## config.mk

```make
export PLATFORM = sky130hd
export DESIGN_NAME = mfp_ahb_uart_tx
export DESIGN_NICKNAME = d
export VERILOG_FILES = /design/src/rtl/mfp_ahb_uart_tx_pkg.sv /design/src/rtl/mfp_uart_tx_fifo.sv /design/src/rtl/mfp_ahb_uart_tx.sv
export SDC_FILE = /design/constraint.sdc
export NUM_CORES = 1
export LEC_CHECK = 0
export BUFFER_PORTS_ARGS = -buffer_cell sky130_fd_sc_hd__buf_2
export CORE_AREA = 2 2 163 165
export DETAILED_ROUTE_END_ITERATION = 7
export DIE_AREA = 0 0 165 167
export PLACE_DENSITY = 0.44
export SYNTH_ARGS = -nofsm -noshare
export SYNTH_HDL_FRONTEND = slang
export SYNTH_SLANG_ARGS = --single-unit
```

## constraint.sdc

```tcl
create_clock -name HCLK -period 6.26 [get_ports HCLK]
set_input_delay 0.313 -clock HCLK [delete_from_list [all_inputs] [get_ports HCLK]]
set_output_delay 0.313 -clock HCLK [all_outputs]
set_load 0.02 [all_outputs]
```

## src/rtl/mfp_ahb_uart_tx_pkg.sv

```systemverilog
// Shared constants for the AHB-Lite UART transmitter: register offsets,
// STATUS bit positions and transmit FSM state encodings.
package mfp_ahb_uart_tx_pkg;

    // Register offsets, as decoded from HADDR[3:2]
    localparam logic [1:0] MFP_UART_TX_DATA_OFF   = 2'd0;
    localparam logic [1:0] MFP_UART_TX_STATUS_OFF = 2'd1;

    // STATUS bit positions
    localparam int ST_FULL  = 0;
    localparam int ST_EMPTY = 1;
    localparam int ST_BUSY  = 2;
    localparam int ST_OVF   = 3;
    localparam int ST_PAR   = 4;
    localparam int ST_COUNT = 8;

    typedef enum logic [2:0] {
        S_IDLE   = 3'd0,
        S_START  = 3'd1,
        S_DATA   = 3'd2,
        S_PARITY = 3'd3,
        S_STOP   = 3'd4
    } tx_state_t;

endpackage

```

## src/rtl/mfp_uart_tx_fifo.sv

```systemverilog
// Byte FIFO for the UART transmitter. Synchronous, first-word fall-through
// (dout always shows the oldest entry). A push into a full FIFO is accepted
// only when a pop happens in the same cycle.
module mfp_uart_tx_fifo #(
    parameter int DEPTH = 16
) (
    input  logic                     clk,
    input  logic                     rst_n,
    input  logic                     push,
    input  logic                     pop,
    input  logic [7:0]               din,
    output logic [7:0]               dout,
    output logic                     full,
    output logic                     empty,
    output logic [$clog2(DEPTH):0]   count
);
    localparam int AW = $clog2(DEPTH);
    localparam int CW = AW + 1;

    logic [7:0]    mem [DEPTH];
    logic [AW-1:0] wr_ptr;
    logic [AW-1:0] rd_ptr;
    logic          do_push;
    logic          do_pop;

    assign full    = (count == CW'(DEPTH));
    assign empty   = (count == '0);
    assign do_pop  = pop && !empty;
    assign do_push = push && (!full || do_pop);
    assign dout    = mem[rd_ptr];

    // Storage array; no reset needed, occupancy is tracked by count
    always_ff @(posedge clk) begin
        if (do_push) mem[wr_ptr] <= din;
    end

    // Pointers wrap naturally since DEPTH is a power of two
    always_ff @(posedge clk or negedge rst_n) begin
        if (!rst_n) begin
            wr_ptr <= '0;
            rd_ptr <= '0;
            count  <= '0;
        end else begin
            if (do_push) wr_ptr <= wr_ptr + AW'(1);
            if (do_pop)  rd_ptr <= rd_ptr + AW'(1);
            case ({do_push, do_pop})
                2'b10:   count <= count + CW'(1);
                2'b01:   count <= count - CW'(1);
                default: count <= count;
            endcase
        end
    end

endmodule

```

## src/rtl/mfp_ahb_uart_tx.sv

```systemverilog
// AHB-Lite slave UART transmitter. Bytes written to TXDATA are queued and
// sent LSB first on UART_TX. Optional even parity bit when
// MFP_UART_TX_PARITY_EN is defined (11-bit frame, STATUS bit4 = 1);
// otherwise plain 8N1.
module mfp_ahb_uart_tx
    import mfp_ahb_uart_tx_pkg::*;
#(
    parameter int CLK_FREQ   = 50_000_000,
    parameter int BAUD       = 115_200,
    parameter int FIFO_DEPTH = 16
) (
    input  logic        HCLK,
    input  logic        HRESETn,
    input  logic        HSEL,
    input  logic [31:0] HADDR,
    input  logic [1:0]  HTRANS,
    input  logic        HWRITE,
    input  logic [2:0]  HSIZE,
    input  logic [31:0] HWDATA,
    input  logic        HREADY,
    output logic [31:0] HRDATA,
    output logic        HREADYOUT,
    output logic        HRESP,
    output logic        UART_TX
);
    localparam int DIV   = CLK_FREQ / BAUD;
    localparam int CNT_W = (DIV > 1) ? $clog2(DIV) : 1;
    localparam int FCW   = $clog2(FIFO_DEPTH) + 1;
    localparam logic [CNT_W-1:0] DIV_M1 = CNT_W'(DIV - 1);
`ifdef MFP_UART_TX_PARITY_EN
    localparam logic PAR_PRESENT = 1'b1;
`else
    localparam logic PAR_PRESENT = 1'b0;
`endif

    logic             addr_ok, dp_wr, wr_data, wr_stat, ovf, busy;
    logic [1:0]       dp_addr;
    logic [31:0]      status;
    logic             pop, full, empty;
    logic [7:0]       dout;
    logic [FCW-1:0]   count;
    tx_state_t        state, state_n;
    logic [CNT_W-1:0] cnt, cnt_n;
    logic [2:0]       bit_idx, bit_n;
    logic [7:0]       shift, shift_n;
    logic             tx_n;
`ifdef MFP_UART_TX_PARITY_EN
    logic             par, par_n;
`endif
    logic             unused_bits;

    assign unused_bits = ^{HSIZE, HADDR[31:4], HADDR[1:0], HTRANS[0], HWDATA[31:8]};
    assign HREADYOUT   = 1'b1;
    assign HRESP       = 1'b0;

    assign addr_ok = HSEL & HTRANS[1] & HREADY;
    assign wr_data = dp_wr && (dp_addr == MFP_UART_TX_DATA_OFF);
    assign wr_stat = dp_wr && (dp_addr == MFP_UART_TX_STATUS_OFF);
    assign busy    = (state != S_IDLE);
    assign status  = {16'b0, 8'(count), 3'b0, PAR_PRESENT, ovf, busy, empty, full};

    mfp_uart_tx_fifo #(.DEPTH(FIFO_DEPTH)) u_fifo (
        .clk   (HCLK),
        .rst_n (HRESETn),
        .push  (wr_data),
        .pop   (pop),
        .din   (HWDATA[7:0]),
        .dout  (dout),
        .full  (full),
        .empty (empty),
        .count (count)
    );

    // Address-phase capture; read data is registered here so it is valid in the data phase
    always_ff @(posedge HCLK or negedge HRESETn) begin
        if (!HRESETn) begin
            dp_wr   <= 1'b0;
            dp_addr <= 2'd0;
            HRDATA  <= 32'h0;
        end else begin
            dp_wr   <= addr_ok & HWRITE;
            dp_addr <= HADDR[3:2];
            HRDATA  <= (addr_ok && !HWRITE && HADDR[3:2] == MFP_UART_TX_STATUS_OFF) ? status : 32'h0;
        end
    end

    // Sticky overflow: a dropped byte sets it, writing STATUS bit3 clears it; set wins
    always_ff @(posedge HCLK or negedge HRESETn) begin
        if (!HRESETn)                       ovf <= 1'b0;
        else if (wr_data && full && !pop)   ovf <= 1'b1;
        else if (wr_stat && HWDATA[ST_OVF]) ovf <= 1'b0;
    end

    // Transmit FSM next-state: every non-idle state lasts DIV cycles of the baud counter
    always_comb begin
        state_n = state;
        cnt_n   = cnt - CNT_W'(1);
        bit_n   = bit_idx;
        shift_n = shift;
        pop     = 1'b0;
`ifdef MFP_UART_TX_PARITY_EN
        par_n   = par;
`endif
        case (state)
            S_IDLE: begin
                cnt_n = DIV_M1;
                if (!empty) begin
                    pop     = 1'b1;
                    shift_n = dout;
`ifdef MFP_UART_TX_PARITY_EN
                    par_n   = ^dout;
`endif
                    state_n = S_START;
                end
            end
            S_START: if (cnt == '0) begin
                cnt_n   = DIV_M1;
                bit_n   = 3'd0;
                state_n = S_DATA;
            end
            S_DATA: if (cnt == '0) begin
                cnt_n   = DIV_M1;
                shift_n = {1'b0, shift[7:1]};
                bit_n   = bit_idx + 3'd1;
                if (bit_idx == 3'd7) begin
`ifdef MFP_UART_TX_PARITY_EN
                    state_n = S_PARITY;
`else
                    state_n = S_STOP;
`endif
                end
            end
`ifdef MFP_UART_TX_PARITY_EN
            S_PARITY: if (cnt == '0) begin
                cnt_n   = DIV_M1;
                state_n = S_STOP;
            end
`endif
            S_STOP: if (cnt == '0) begin
                cnt_n = DIV_M1;
                if (!empty) begin
                    // chain straight into the next frame without an idle bit
                    pop     = 1'b1;
                    shift_n = dout;
`ifdef MFP_UART_TX_PARITY_EN
                    par_n   = ^dout;
`endif
                    state_n = S_START;
                end else begin
                    state_n = S_IDLE;
                end
            end
            default: state_n = S_IDLE;
        endcase

        case (state_n)
            S_START:  tx_n = 1'b0;
            S_DATA:   tx_n = shift_n[0];
`ifdef MFP_UART_TX_PARITY_EN
            S_PARITY: tx_n = par_n;
`endif
            default:  tx_n = 1'b1;
        endcase
    end

    // FSM, baud counter, shifter and registered line output; reset aborts any frame
    always_ff @(posedge HCLK or negedge HRESETn) begin
        if (!HRESETn) begin
            state   <= S_IDLE;
            cnt     <= '0;
            bit_idx <= 3'd0;
            shift   <= 8'h0;
            UART_TX <= 1'b1;
`ifdef MFP_UART_TX_PARITY_EN
            par     <= 1'b0;
`endif
        end else begin
            state   <= state_n;
            cnt     <= cnt_n;
            bit_idx <= bit_n;
            shift   <= shift_n;
            UART_TX <= tx_n;
`ifdef MFP_UART_TX_PARITY_EN
            par     <= par_n;
`endif
        end
    end

endmodule

```

==> impl_metrics.env <==
export IMPL_drv_cap=0
export IMPL_crit_chain="inv_1 > ha_1 > or4b_1 > nor2_2 > o21a_1 > nand2_1 > nor3_2"
export IMPL_rsz0062_at_grt="false"
export IMPL_yosysSeqAreaShare_pct=67.2
export IMPL_final_setup_skew_ns=0.0184
export IMPL_num_rows=59
export IMPL_start_kind="flip-flop"
export IMPL_fin_crit_sh_pct=56.8
export IMPL_cellPowerDensity_mw_per_mm2=357
export IMPL_fmax_mhz=281
export IMPL_grt_first_pass_wirelength_um=22700
export IMPL_nNetsFinal=561
export IMPL_tritoncts="built"
export IMPL_layout_drive_gt1_share_pct=20.0
export IMPL_cts_sinks=178
export IMPL_ys_warn_count=0
export IMPL_utilization_pct=33.2
export IMPL_final_hold_viol_count=13
export IMPL_grt_max_degree=51
export IMPL_h_tree_depth=4
export IMPL_drt_total_wl_um=14800
export IMPL_maxSlewHeadroom_pct=20.2
export IMPL_area_growth_pct=12.8
export IMPL_crit_arrival_ns=3.60
export IMPL_wl_per_cell_um=18.0
export IMPL_multi_input_area_mm2=0.00223
export IMPL_setup_viol=0
export IMPL_violations="negative hold slack"
export IMPL_die_h_um=167
export IMPL_dpl_hpwl_um=9470
export IMPL_dpl_cell_area_mm2=0.00793
export IMPL_finalInstanceArea_mm2=0.00856
export IMPL_antenna_left=0
export IMPL_port_buffers=25
export IMPL_viasPerCell=4.60
export IMPL_final_common_cell="edfxtp_1"
export IMPL_dieArea_mm2=0.0276
export IMPL_final_cells=824
export IMPL_clk_pin_slew_ns=0.07
export IMPL_finalCriticalPeriod_ns=3.56
export IMPL_synthCells=450
export IMPL_worst_hold_path_type="in -> async"
export IMPL_setup_tns_final_ns=0
export IMPL_synth_seq_cells=178
export IMPL_yosysUniqueCellTypes=60
export IMPL_async_flop_share_pct=28.1
export IMPL_p_total_mw=3.06
export IMPL_cts_setup_buffers=0
export IMPL_grt_util_all_layers_pct=11.3
export IMPL_critPathTopFamily="simple AND/OR/NAND/NOR gates"
export IMPL_cp_buffers_inverters=1
export IMPL_initialDrtViolationCount=200
export IMPL_start_util_pct=29.4
export IMPL_grt_pass1_vias=3828
export IMPL_place_ws_ns=2.72
export IMPL_dp_cells=790
export IMPL_clock_latency_ns=0.43
export IMPL_overflow=0
export IMPL_avgSynthCellArea_um2=16.9
export IMPL_register_area_mm2=0.00510
export IMPL_p_switching_mw=0.860
export IMPL_ys_flop_type="edfxtp_1"
export IMPL_cp_end_kind="flip-flop"
export IMPL_worst_path_max_delay_cell="nor3_2"
export IMPL_io_pins=109
export IMPL_cts_path_max_buffers=2
export IMPL_slew_viol_final=0
export IMPL_hold_slack_ns=-0.00573
export IMPL_first_pass_iters=4
export IMPL_cts_buffers=17
export IMPL_drcViolationCount=0
export IMPL_status="finished, violations left"
export IMPL_setup_slack_ns=2.70
export IMPL_coreArea_mm2=0.0258
export IMPL_irDropWorstVdd_uv=160
export IMPL_fill_cells=2489
export IMPL_p_leak_nw=3.15
export IMPL_swShare_pct=28.1
export IMPL_p_comb_share_pct=16.2
export IMPL_power_internal_mw=2.20
export IMPL_num_vias=3788
export IMPL_final_cell_mix="edfxtp_1 (128), dfrtp_1 (48), conb_1 (25), buf_2 (25)"
export IMPL_worstPathMaxFanout=24
export IMPL_critical_path_required_ns=6.30
export IMPL_slowest_delay_ns=0.78
export IMPL_antenna_cells=0
export IMPL_clkPwrFrac_pct=35.2
export IMPL_p_seq_share_pct=48.6
export IMPL_die_w_um=165
export IMPL_cts_root_buf="clkbuf_16"
export IMPL_tightest_slew_ns=1.18
export IMPL_ctsResizeCount=0
export IMPL_antenna_found_initial=0
export IMPL_synth_edff_count=128
export IMPL_crit_type="reg -> reg"
export IMPL_syn_area_mm2=0.00759
export IMPL_place_congestion=0.687
## worst register-to-register path, cell delays in order (launching register included)
cell and delay, ns:
dfrtp_1 0.41, inv_1 0.11, ha_1 0.16, or4b_1 0.57
nor2_2 0.26, o21a_1 0.67, nand2_1 0.22, nor3_2 0.78
## worst paths after layout
check | from | endpoint | slack (ns) | cells after the start
hold reg to reg | dp_addr[0] | ovf | 0.47 | 1
hold / removal | HRESETn | HRDATA[9] | -0.006 | 2
setup reg to reg | cnt[0] | u_fifo.mem[3][7] | 2.70 | 7
setup / recovery | cnt[0] | u_fifo.mem[3][7] | 2.70 | 7
min in group HCLK | HWRITE | dp_wr | 0.10 | 3
max in group asynchronous | HRESETn | u_fifo.rd_ptr[0] | 5.78 | 2
## timing repair
item,CTS,global route
endpoints found under the hold margin,2,0
setup endpoints to repair,0,0
hold buffers,2,0
## cell type report
cell class | instances | share of cell area [%]
Multi-Input combinational cell | 239 | 26.0
Sequential cell | 178 | 59.6
Clock buffer | 17 | 4.97
Clock inverter | 15 | 2.12
Tap cell | 335 | 4.90
Inverter | 10 | 0.439
Timing Repair Buffer | 30 | 1.96
## per-layer routing
metal / GRT usage (%) / share of wire [%] / wire, µm
met2: 18.4 / 49 / 7220
met4: 2.38 / 0.61 / 91
met5: 0 / 0 / 0
met3: 3.14 / 3.6 / 529
met1: 15.1 / 47 / 6980
## cell families (layout without fill, tap and decap cells)
group                      after synthesis  after routing  synth area share (%)
AOI/OAI and AO/OA                       47             47                  4.55
xor gates and xnor gates                15             15                  1.73
adders and majority gates               11             11                  1.81
buffers and inverters                   56             72                  4.67
DFF                                    178            178                  67.2
muxes                                   44             44                  12.9
other                                    2             25                0.0990
and+or+nand+nor                         97             97                  7.03
## Yosys cell counts, types with 4 or more instances
library cell / n / area share [%]
ha_1: 11 / 1.8
a221o_1: 6 / 0.79
nand3_1: 5 / 0.33
buf_4: 25 / 2.5
mux4_1: 16 / 5.5
and2_1: 7 / 0.58
mux4_2: 22 / 6.5
o21ai_0: 8 / 0.53
dfrtp_1: 49 / 16
xnor2_1: 11 / 1.3
edfxtp_1: 128 / 51
a31oi_1: 5 / 0.41
nor2b_1: 4 / 0.33
clkbuf_1: 10 / 0.49
nor2_1: 13 / 0.64
inv_1: 10 / 0.49
a21oi_1: 7 / 0.46
and3_1: 24 / 2.0
nand2_1: 24 / 1.2
xor2_1: 4 / 0.46
buf_2: 6 / 0.40
## power by group through the flow
stage                     registers (mW)  clock network (mW)  logic (mW)
after detailed placement            1.52                   0       0.499
final                               1.49                1.08       0.495
after floorplan                     1.42                   0       0.487
after global placement              1.51                   0       0.486
after CTS                           1.49                1.10       0.504
after global routing                1.51                1.15       0.550
## state kept, by name, indices dropped and copies added, names as in the netlist
register and cells:
UART_TX 1, dp_wr 1, u_fifo.count 5, u_fifo.mem 128, ovf 1, state 3
u_fifo.rd_ptr 4, HRDATA 9, bit_idx 3, dp_addr 2, u_fifo.wr_ptr 4, shift 8
cnt 9
Power figures use the tool's default switching activity.
